`config.mk`:
```
export PLATFORM = sky130hd
export DESIGN_NAME = traffic_light_sequencer
export DESIGN_NICKNAME = d
export VERILOG_FILES = /design/src/rtl/traffic_light_sequencer.sv
export SDC_FILE = /design/constraint.sdc
export NUM_CORES = 1
export LEC_CHECK = 0
export ABC_CLOCK_PERIOD_IN_PS = 4000
export CORE_AREA = 5 5 46 48
export CTS_CLUSTER_DIAMETER = 60
export DETAILED_ROUTE_END_ITERATION = 6
export DIE_AREA = 0 0 51 53
export GPL_ROUTABILITY_DRIVEN = 1
export PLACE_DENSITY_LB_ADDON = 0.15
export SLEW_MARGIN = 25
export SYNTH_ARGS = -nofsm -noshare
export SYNTH_HDL_FRONTEND = slang
export SYNTH_SLANG_ARGS = --single-unit
```
`constraint.sdc`:
```
create_clock -name clk -period 4 [get_ports clk]
set_input_delay 0.8 -clock clk [delete_from_list [all_inputs] [get_ports clk]]
set_output_delay 0.8 -clock clk [all_outputs]
set_load 0.02 [all_outputs]
```
`src/rtl/traffic_light_sequencer.sv`:
```
// Main/side-street traffic-light sequencer with an all-red pedestrian walk phase.
// Optional macro TLC_SENSOR_EN: side-street sensor stretches/shortens green phases.
module traffic_light_sequencer #(
    parameter int T_BASE = 6,
    parameter int T_EXT  = 3,
    parameter int T_YEL  = 2,
    parameter int T_WALK = 3,
    parameter int CNT_W  = 4
) (
    input  logic       clk,
    input  logic       Reset,
    input  logic       Tick,
    input  logic       Sensor,
    input  logic       WR,
    output logic       WR_Reset,
    output logic [2:0] Main_Light,
    output logic [2:0] Side_Light,
    output logic       Walk_Light
);

    localparam logic [CNT_W-1:0] D_BASE = CNT_W'(T_BASE - 1);
    localparam logic [CNT_W-1:0] D_EXT  = CNT_W'(T_EXT - 1);
    localparam logic [CNT_W-1:0] D_YEL  = CNT_W'(T_YEL - 1);
    localparam logic [CNT_W-1:0] D_WALK = CNT_W'(T_WALK - 1);

    localparam logic [2:0] RED = 3'b100;
    localparam logic [2:0] YEL = 3'b010;
    localparam logic [2:0] GRN = 3'b001;

    typedef enum logic [2:0] {
        MG_BASE = 3'd0,
        MG_EXT  = 3'd1,
        MY      = 3'd2,
        WALK    = 3'd3,
        SG_BASE = 3'd4,
`ifdef TLC_SENSOR_EN
        SG_EXT  = 3'd5,
`endif
        SY      = 3'd6
    } state_t;

    state_t           state;
    state_t           state_nx;
    logic [CNT_W-1:0] cnt;
    logic [CNT_W-1:0] cnt_nx;
    logic             wr_clr_nx;
    logic             term;
    logic             sense;

`ifdef TLC_SENSOR_EN
    assign sense = Sensor;
`else
    // Sensor port kept for pin compatibility but has no effect in this build.
    logic unused_sensor;
    assign unused_sensor = Sensor;
    assign sense = 1'b0;
`endif

    // Interval reload value for the state being entered.
    function automatic logic [CNT_W-1:0] dur_m1(input state_t s);
        logic [CNT_W-1:0] d;
        d = D_BASE;
        case (s)
            MG_BASE, SG_BASE: d = D_BASE;
            MG_EXT:           d = D_EXT;
`ifdef TLC_SENSOR_EN
            SG_EXT:           d = D_EXT;
`endif
            MY, SY:           d = D_YEL;
            WALK:             d = D_WALK;
            default:          d = D_BASE;
        endcase
        return d;
    endfunction

    // State, interval counter and walk-clear pulse registers.
    always_ff @(posedge clk) begin
        if (Reset) begin
            state    <= MG_BASE;
            cnt      <= D_BASE;
            WR_Reset <= 1'b0;
        end else begin
            state    <= state_nx;
            cnt      <= cnt_nx;
            WR_Reset <= wr_clr_nx;
        end
    end

    // Next-state on the terminal tick, counter update and lamp decode.
    always_comb begin
        state_nx   = state;
        cnt_nx     = cnt;
        wr_clr_nx  = 1'b0;
        Main_Light = RED;
        Side_Light = RED;
        Walk_Light = 1'b0;
        term       = Tick && (cnt == '0);

        case (state)
            MG_BASE: begin
                Main_Light = GRN;
                if (term) state_nx = sense ? MY : MG_EXT;
            end
            MG_EXT: begin
                Main_Light = GRN;
                if (term) state_nx = MY;
            end
            MY: begin
                Main_Light = YEL;
                if (term) begin
                    if (WR) begin
                        state_nx  = WALK;
                        wr_clr_nx = 1'b1;
                    end else begin
                        state_nx  = SG_BASE;
                    end
                end
            end
            WALK: begin
                Walk_Light = 1'b1;
                if (term) state_nx = SG_BASE;
            end
            SG_BASE: begin
                Side_Light = GRN;
`ifdef TLC_SENSOR_EN
                if (term) state_nx = sense ? SG_EXT : SY;
`else
                if (term) state_nx = SY;
`endif
            end
`ifdef TLC_SENSOR_EN
            SG_EXT: begin
                Side_Light = GRN;
                if (term) state_nx = SY;
            end
`endif
            SY: begin
                Side_Light = YEL;
                if (term) state_nx = MG_BASE;
            end
            default: begin
                state_nx = MG_BASE;
            end
        endcase

        // Any state change (including illegal-encoding recovery) reloads.
        if (state_nx != state) begin
            cnt_nx = dur_m1(state_nx);
        end else if (Tick && (cnt != '0)) begin
            cnt_nx = cnt - 1'b1;
        end
    end

endmodule

```
**Word level (Yosys, flattened, before mapping)**

Index checks and enable logic that the tools add are counted.

- Input bits: 5
- Bits in latches: 0
- Memory bits (read-only): 0
- Memories kept: 0
- Output and inout bits: 8
- RAM bits: 0
- Flip-flop bits (word level): 8

- Order comparisons: 0
- Bitwise gates (word level): 2
- Mux-type cells: 15
- Div/mod/pow operators: 0
- Shift operators: 0
- $add $sub $neg: 1
- Reductions and logical operators: 10
- $mul: 0
- Eq/ne operators: 10

Operators by type and width:

| kind | count |
|---|---|
| 3-bit 2-to-1 mux | 7 |
| 3-bit case mux with 2 select lines | 3 |
| 3-bit case mux with 6 select lines | 1 |
| 3-bit by 2-bit == test with 1-bit output (second input constant) | 4 |
| 3-bit == test (second input constant) | 3 |
| 4-bit 2-to-1 mux | 2 |
| 3-bit by 1-bit == test with 1-bit output (second input constant) | 2 |
| 2-bit OR reduction | 3 |
| 4-bit logical NOT | 1 |
| 4-bit nonzero test | 1 |
| 4-bit by 1-bit subtractor with 4-bit output (second input constant) | 1 |
| 3-bit logical NOT | 1 |
| 3-bit inequality test | 1 |
| 3-bit OR reduction | 1 |
| 1-bit logical AND | 2 |
| 1-bit 2-to-1 mux | 2 |
| 1-bit NOT | 2 |
| 2-bit nonzero test | 1 |

**Logic depth before layout (Yosys ltp)**

Gate-level depths: netlist of the first run.

- Depth after elaboration: 8
- Mapped depth: 7
- Mapped depth without buffers: 6

**Least setup slack after synthesis of the first run**

OpenSTA, ideal clock, no wires.

- Path kind: register -> output
- Start: reg state[2]
- End: out Main_Light[2]
- Arrival: 1.366 ns
- Cell stages (with the launch flop): 4
- Path buffers: 1
- Setup slack: 1.834 ns
- Path through: dfxtp_1 -> buf_2 -> nor3b_1 -> nor2_1

- Word-level cells in the longest chain between the ends: 3
- Elaborated cells on any way between the ends: 5
- Those cells by class: eq/ne: 2; mux: 1; reduce/logical: 2

RTL lines:

| item | line | source |
|---|---|---|
| start: declaration | 42 | `state_t state;` |
| start signal: assignment | 83 | `state <= state_nx;` |
| 3-bit by 1-bit == test with 1-bit output or 3-bit logical NOT (tied branches) | 99 | `case (state)` |
| 2-bit OR reduction (no source line) | -- |  |
| 3-bit case mux with 2 select lines (*) | 99 |  |
| end: declaration | 16 | `output logic [2:0] Main_Light,` |

Mark *: on every way between the ends. The rest lies on a longest branch, timed or not.

**Worst setup path after layout of the first run**

- Start: reg state[1]
- End: out Main_Light[1]

The elaborated chain is that of the path after synthesis.

==> metrics.txt, run 1 <==
WL final=1180 um; slew at the pin closest to its max-slew limit=0.443 ns; Max-Cap Viols=0; register bit total from synthesis=8; power density of the placed cells=289 nW/um^2; endpoints failing hold=0; met2 Usage GRT=14.8%; effective utilization at floorplan=32.5%; largest net degree at the start of global routing=15; Layout Area Growth over Synthesis=24.7%; post-detailed-route count of antenna-violating nets=0; Arrival @ worst endpoint=1.84 ns; number of buffers inserted for hold repair after clock tree synthesis=0; Multi-input gate area=340 um^2; number of placed instances with taps included=95; combined flip-flop and latch cell area=160 um^2; count of final max-slew check failures=0; cell type contributing the most total cell area after synthesis=sky130_fd_sc_hd__dfxtp_1; core area=1670 um^2; Setup CP Type=reg -> out; data required time at the worst endpoint=3.20 ns; clock tree root buffer cell=sky130_fd_sc_hd__clkbuf_4; Avg WL per Cell=12.0 um; share of the yosys chip area belonging to registers=29.5%; cells after synthesis=72; final design area excluding fillers=677 um^2; Max Buffers Root-to-Sink=2; total congestion overflow after global routing=0; Mean Syn Cell Area=7.54 um^2; global router's overall resource usage=10.5%; startpoint type of the worst setup path=flip-flop; outcome=finished clean; worst min-delay path category=reg -> reg; height of the die=53 um; Vias/cell=5.29; post-route setup TNS=0 ns; Inserted Clock Buffers=3; Final GP Congestion=0.727; 1st-pass router iterations=4; CTS HTree Levels=1; total setup violations reported at the end of the flow=0; global-route met1 utilization=14.7%; worst-case clock skew=0.000442 ns; largest cells by area after synthesis=sky130_fd_sc_hd__dfxtp_1, sky130_fd_sc_hd__a21oi_1, sky130_fd_sc_hd__nor2_1, sky130_fd_sc_hd__nor3_1, sky130_fd_sc_hd__ha_1; area of the die=2700 um^2; clock tree from TritonCTS=built; RSZ-0062 raised after global routing=false; total number of clock tree sinks=8; layout cells sized above 1=8.64%; Relative slew margins=70.4%; DR DRC count=0; post-cts repair resize count=0; chip width=51 um; Clk pin slew, worst setup/hold paths=0.06 ns; number of antenna violations at the first check in global routing=0; clock latency reported for the late side of the worst-skew pair=0.26 ns; summed instance area of the synthesized netlist=543 um^2; Reg2Reg Depth=6; first-pass GRT wire length=2130 um; total of buffers placed on input and output ports=11; grt met3 use=2.54%; number of global-route vias before repair=481; Post-CTS Setup Inserts=0; highest clock rate=378 MHz; post-route minimum period=2.64 ns; Final #Nets=90; Worst Setup End Kind=output port; # fillers=171; Post-DP Area=654 um^2; top-level I/O count=13; fin crit share=66.1%; number of nets in the synthesized netlist=79; fraction of post-synthesis cell area in the top cell type by area=29.5%; cell row count=15; # diodes=0; number of distinct standard cells referenced by the synthesized netlist=30; first-iteration detailed-routing DRC count=10; peak ir drop on the vdd network=0.130 mV; hold-critical path depth=2; Final Instance Count excl. Fillers=98; highest-utilization routing layer at the global route stage=met2; total of warnings raised by yosys=0; via total after detailed routing=518; Lkg Pwr=0.278 nW; HPWL reported at the end of detailed placement=829 um; Critical Path Fanout Max=13
==> layout by cell type (no fill, tap or decap), types with 3 or more instances in the layout <==
cell type	n
sky130_fd_sc_hd__clkdlybuf4s50_1	11
sky130_fd_sc_hd__dfxtp_1	8
sky130_fd_sc_hd__inv_1	4
sky130_fd_sc_hd__nand2_1	4
sky130_fd_sc_hd__nor3_1	6
sky130_fd_sc_hd__a21oi_1	8
sky130_fd_sc_hd__clkbuf_4	3
sky130_fd_sc_hd__nor2_1	9
==> per-layer routing <==
layer | part of all wire, % | vias up
li1 | - | 275
met1 | 52 | 234
met2 | 43 | 7
met3 | 3.5 | 2
met4 | 1.2 | 0
met5 | 0 | -
==> logic make-up after synthesis <==
kind of cell,after synthesis,synth area share (%)
xor gates and xnor gates,3,4.84
adders and majority gates,2,4.61
and+or+nand+nor,33,33.9
DFF,8,29.5
AOI/OAI and AO/OA,16,19.4
buffers and inverters,10,7.83
==> worst paths after layout <==
path                  from       endpoint  slack (ns)
hold reg to reg     cnt[3]         cnt[3]        0.60
hold / removal      cnt[3]         cnt[3]        0.60
setup reg to reg    cnt[0]         cnt[0]        2.42
setup / recovery  state[1]  Main_Light[1]        1.36
==> sequential cells by signal (all words and copies together), names as in the netlist <==
signal    count
cnt           4
WR_Reset      1
state         3
==> worst max-delay path: stages, from the launching register on <==
cell and delay (ns):
sky130_fd_sc_hd__dfxtp_1 0.54, sky130_fd_sc_hd__nor3b_1 0.37, sky130_fd_sc_hd__clkdlybuf4s50_1 0.68
==> synthesized netlist by cell type <==
library cell,n
sky130_fd_sc_hd__clkbuf_1,1
sky130_fd_sc_hd__a21oi_1,8
sky130_fd_sc_hd__o31ai_1,1
sky130_fd_sc_hd__nand4bb_1,1
sky130_fd_sc_hd__nand2_1,4
sky130_fd_sc_hd__dfxtp_1,8
sky130_fd_sc_hd__xnor2_1,1
sky130_fd_sc_hd__o21ai_0,2
sky130_fd_sc_hd__and4b_1,1
sky130_fd_sc_hd__nand3_1,2
sky130_fd_sc_hd__and3_1,1
sky130_fd_sc_hd__nor4bb_1,1
sky130_fd_sc_hd__clkbuf_2,1
sky130_fd_sc_hd__ha_1,2
sky130_fd_sc_hd__nor2_1,9
sky130_fd_sc_hd__nor3b_1,2
sky130_fd_sc_hd__a311o_1,1
sky130_fd_sc_hd__inv_1,4
sky130_fd_sc_hd__a221oi_1,1
sky130_fd_sc_hd__nand2b_1,2
sky130_fd_sc_hd__buf_1,1
sky130_fd_sc_hd__buf_2,3
sky130_fd_sc_hd__a31oi_1,1
sky130_fd_sc_hd__o221a_2,1
sky130_fd_sc_hd__xor2_1,2
sky130_fd_sc_hd__nor3_1,6
sky130_fd_sc_hd__or3b_4,1
sky130_fd_sc_hd__o2111a_1,1
sky130_fd_sc_hd__nand2_2,1
sky130_fd_sc_hd__nor2b_1,2
==> power by group <==
part | internal [mW] | total, mW | leakage, nW | switching, mW
Clock | 0.0346 | 0.0654 | 0.0138 | 0.0308
Sequential | 0.0854 | 0.0928 | 0.0651 | 0.00736
Combinational | 0.0203 | 0.0375 | 0.199 | 0.0171
==> final cells by class <==
cell class                 instances  share of cell area [%]
tap                               17                    3.14
sequential                         8                    23.7
timing repair buffer              12                    17.4
inverter                           4                    2.22
multi-input combinational         54                    50.3
clock buffer                       3                    3.33
==> per-stage QoR <==
| stage | util (%) | worst slack [ns] | hold slack, ns | total power, mW |
|---|---|---|---|---|
| 6_report | 40.5 | 1.36 | 0.596 | 0.196 |
| 3_5_place_dp | 39.2 | 1.63 | 0.582 | 0.132 |
| 4_1_cts | 40.5 | 1.36 | 0.598 | 0.199 |
| 3_3_place_gp | 39.2 | 1.61 | 0.580 | 0.132 |
| 5_1_grt | 40.5 | 1.23 | 0.661 | 0.211 |
| 2_1_floorplan | - | 1.83 | 0.548 | 0.123 |
Note: power is estimated with default switching activity, not from simulation.
==> inputs of run 2 (changes only) <==
- ABC_CLOCK_PERIOD_IN_PS: 4000 -> 2700
- clock period: 4 -> 2.7 ns (I/O delays scaled with it)
==> run 2 against run 1 <==
Net effect:
- first-iteration DRC count stayed put
- wire length rose by 3.7%
- register-to-register slack got worse by 1.3 ns
- total power is 48% higher
- critical endpoint unchanged
- clock power is 48% higher
- largest cell class unchanged
- critical path type unchanged
- design area unchanged
==> metrics.txt, run 2 (synthesis results as in run 1) <==
outcome=finished clean; Multi-input gate area=340 um^2 (unchanged); Detail Route met3 WL=57 um (+39%); Final Instance Count excl. Fillers=98 (unchanged); Final #Nets=90 (unchanged); Lkg Pwr=0.278 nW (unchanged); Reg2Reg Depth=6 (unchanged); WL final=1220 um (+3.7%); Arrival @ worst endpoint=1.82 ns (-0.02 ns); data required time at the worst endpoint=2.16 ns (-1.04 ns); total congestion overflow after global routing=0 (unchanged); # diodes=0 (unchanged); registers with the most flip-flops=cnt: 4 flops, state: 3 flops, WR_Reset: 1 flops; cell row count=15 (unchanged); post-route setup TNS=0 ns (unchanged); Layout Area Growth over Synthesis=24.7% (unchanged); worst-case clock skew=0.00227 ns (+0.00183 ns); number of placed instances with taps included=95 (unchanged); combined flip-flop and latch cell area=160 um^2 (unchanged); number of global-route vias before repair=465 (-3.3%); top-level I/O count=13 (unchanged); Critical Path Source=state[1]; most frequent standard cell in the layout excluding fill and tap cells=sky130_fd_sc_hd__clkdlybuf4s50_1; Max-Cap Viols=0 (unchanged); first-pass GRT wire length=2170 um (+1.9%); via total after detailed routing=525 (+1.4%); Vias/cell=5.36 (+1.4%); Largest register FFs=4 (unchanged); post-detailed-route count of antenna-violating nets=0 (unchanged); chip width=51 um (unchanged); worst min-delay path category=reg -> reg; slew at the pin closest to its max-slew limit=0.449 ns (+0.00594 ns); 1st-pass router iterations=4 (unchanged); worst reg2reg setup slack=1.10 ns (-1.32 ns); fin crit share=87.6%; Critical Path Fanout Max=13 (unchanged); total setup violations reported at the end of the flow=0 (unchanged); effective utilization at floorplan=32.5% (unchanged); # fillers=181 (+5.8%); RSZ-0062 raised after global routing=false; endpoint of the worst register-to-register path=cnt[0]; endpoints failing hold=0 (unchanged); clock latency reported for the late side of the worst-skew pair=0.26 ns (about the same); Max Buffers Root-to-Sink=2 (unchanged); startpoint type of the worst setup path=flip-flop; largest net degree at the start of global routing=15 (unchanged); total of buffers placed on input and output ports=11 (unchanged); core area=1670 um^2 (unchanged); sum of met2 wire segment lengths after detailed routing=533 um (+5.1%); Final GP Congestion=0.726 (-0.16%); total number of clock tree sinks=8 (unchanged); count of final max-slew check failures=0 (unchanged); post-layout utilization of the core=40.5% (unchanged); number of antenna violations at the first check in global routing=0 (unchanged); DR DRC count=0 (unchanged); number of buffers inserted for hold repair after clock tree synthesis=0 (unchanged); top library cells by usage in the layout, fill and taps aside=sky130_fd_sc_hd__clkdlybuf4s50_1, sky130_fd_sc_hd__nor2_1, sky130_fd_sc_hd__dfxtp_1, sky130_fd_sc_hd__a21oi_1, sky130_fd_sc_hd__nor3_1; Setup CP Type=reg -> out; Clk pin slew, worst setup/hold paths=0.06 ns (about the same); HPWL reported at the end of detailed placement=845 um (+1.9%); critical register-to-register path startpoint=cnt[0]; layout cells sized above 1=8.64% (unchanged); global router's overall resource usage=11.3% (+0.72 points); highest clock rate=423 MHz; routed metal-1 wire length=610 um (-0.49%); register with the most flip-flops=cnt; height of the die=53 um (unchanged); uppermost metal layer occupied by signal nets=met4; area of the die=2700 um^2 (unchanged); post-route minimum period=2.36 ns; destination of the critical timing path=Main_Light[1]; CTS HTree Levels=1 (unchanged); Worst Setup End Kind=output port; Avg WL per Cell=12.4 um (+3.7%); first-iteration detailed-routing DRC count=10 (unchanged); clock tree from TritonCTS=built; Hold WS=0.601 ns (+0.00504 ns); post-cts repair resize count=0 (unchanged); Post-CTS Setup Inserts=0 (unchanged); Relative slew margins=70.0% (-0.40 points); power density of the placed cells=428 nW/um^2 (+48%); clock tree root buffer cell=sky130_fd_sc_hd__clkbuf_4; peak ir drop on the vdd network=0.204 mV (+57%); total design power=290 uW (+48%); Inserted Clock Buffers=3 (unchanged)
## run 2: critical path, stage by stage, from the launching register on
cell and delay [ns]:
sky130_fd_sc_hd__dfxtp_1 0.55, sky130_fd_sc_hd__nor3b_1 0.34, sky130_fd_sc_hd__clkdlybuf4s50_1 0.67
## run 2: report_power, final
group / internal [mW] / switching (mW) / total, mW
clock network: 0.0512 / 0.0456 / 0.0968
registers: 0.127 / 0.0110 / 0.138
logic: 0.0302 / 0.0254 / 0.0556
## run 2: routing by layer
metal  vias up  GRT usage [%]
li1        273              -
met1       241           15.2
met2         9           14.8
met3         2           3.38
met4         0           8.07
met5         -              0
## run 2: layout make-up
| class | instances | share of cell area [%] |
|---|---|---|
| Multi-Input combinational cell | 54 | 50.3 |
| Sequential cell | 8 | 23.7 |
| Timing Repair Buffer | 12 | 17.4 |
| Clock buffer | 3 | 3.33 |
| Tap cell | 17 | 3.14 |
| Inverter | 4 | 2.22 |
## run 2: how the worst min path moves through the flow
stage | startpoint | to | slack [ns] | cells after the start
6_report | cnt[3] | cnt[3] | 0.60 | 2
5_1_grt | cnt[3] | cnt[3] | 0.66 | 2
4_1_cts | cnt[3] | cnt[3] | 0.60 | 2
3_5_place_dp | cnt[3] | cnt[3] | 0.58 | 2
3_3_place_gp | cnt[3] | cnt[3] | 0.58 | 2
2_1_floorplan | cnt[3] | cnt[3] | 0.55 | 2
## run 2: per-stage QoR
step | setup WS (ns) | area, um^2
after floorplan | 0.794 | 543
after global placement | 0.571 | 654
after detailed placement | 0.591 | 654
after CTS | 0.328 | 677
after global routing | 0.229 | 677
final | 0.336 | 677
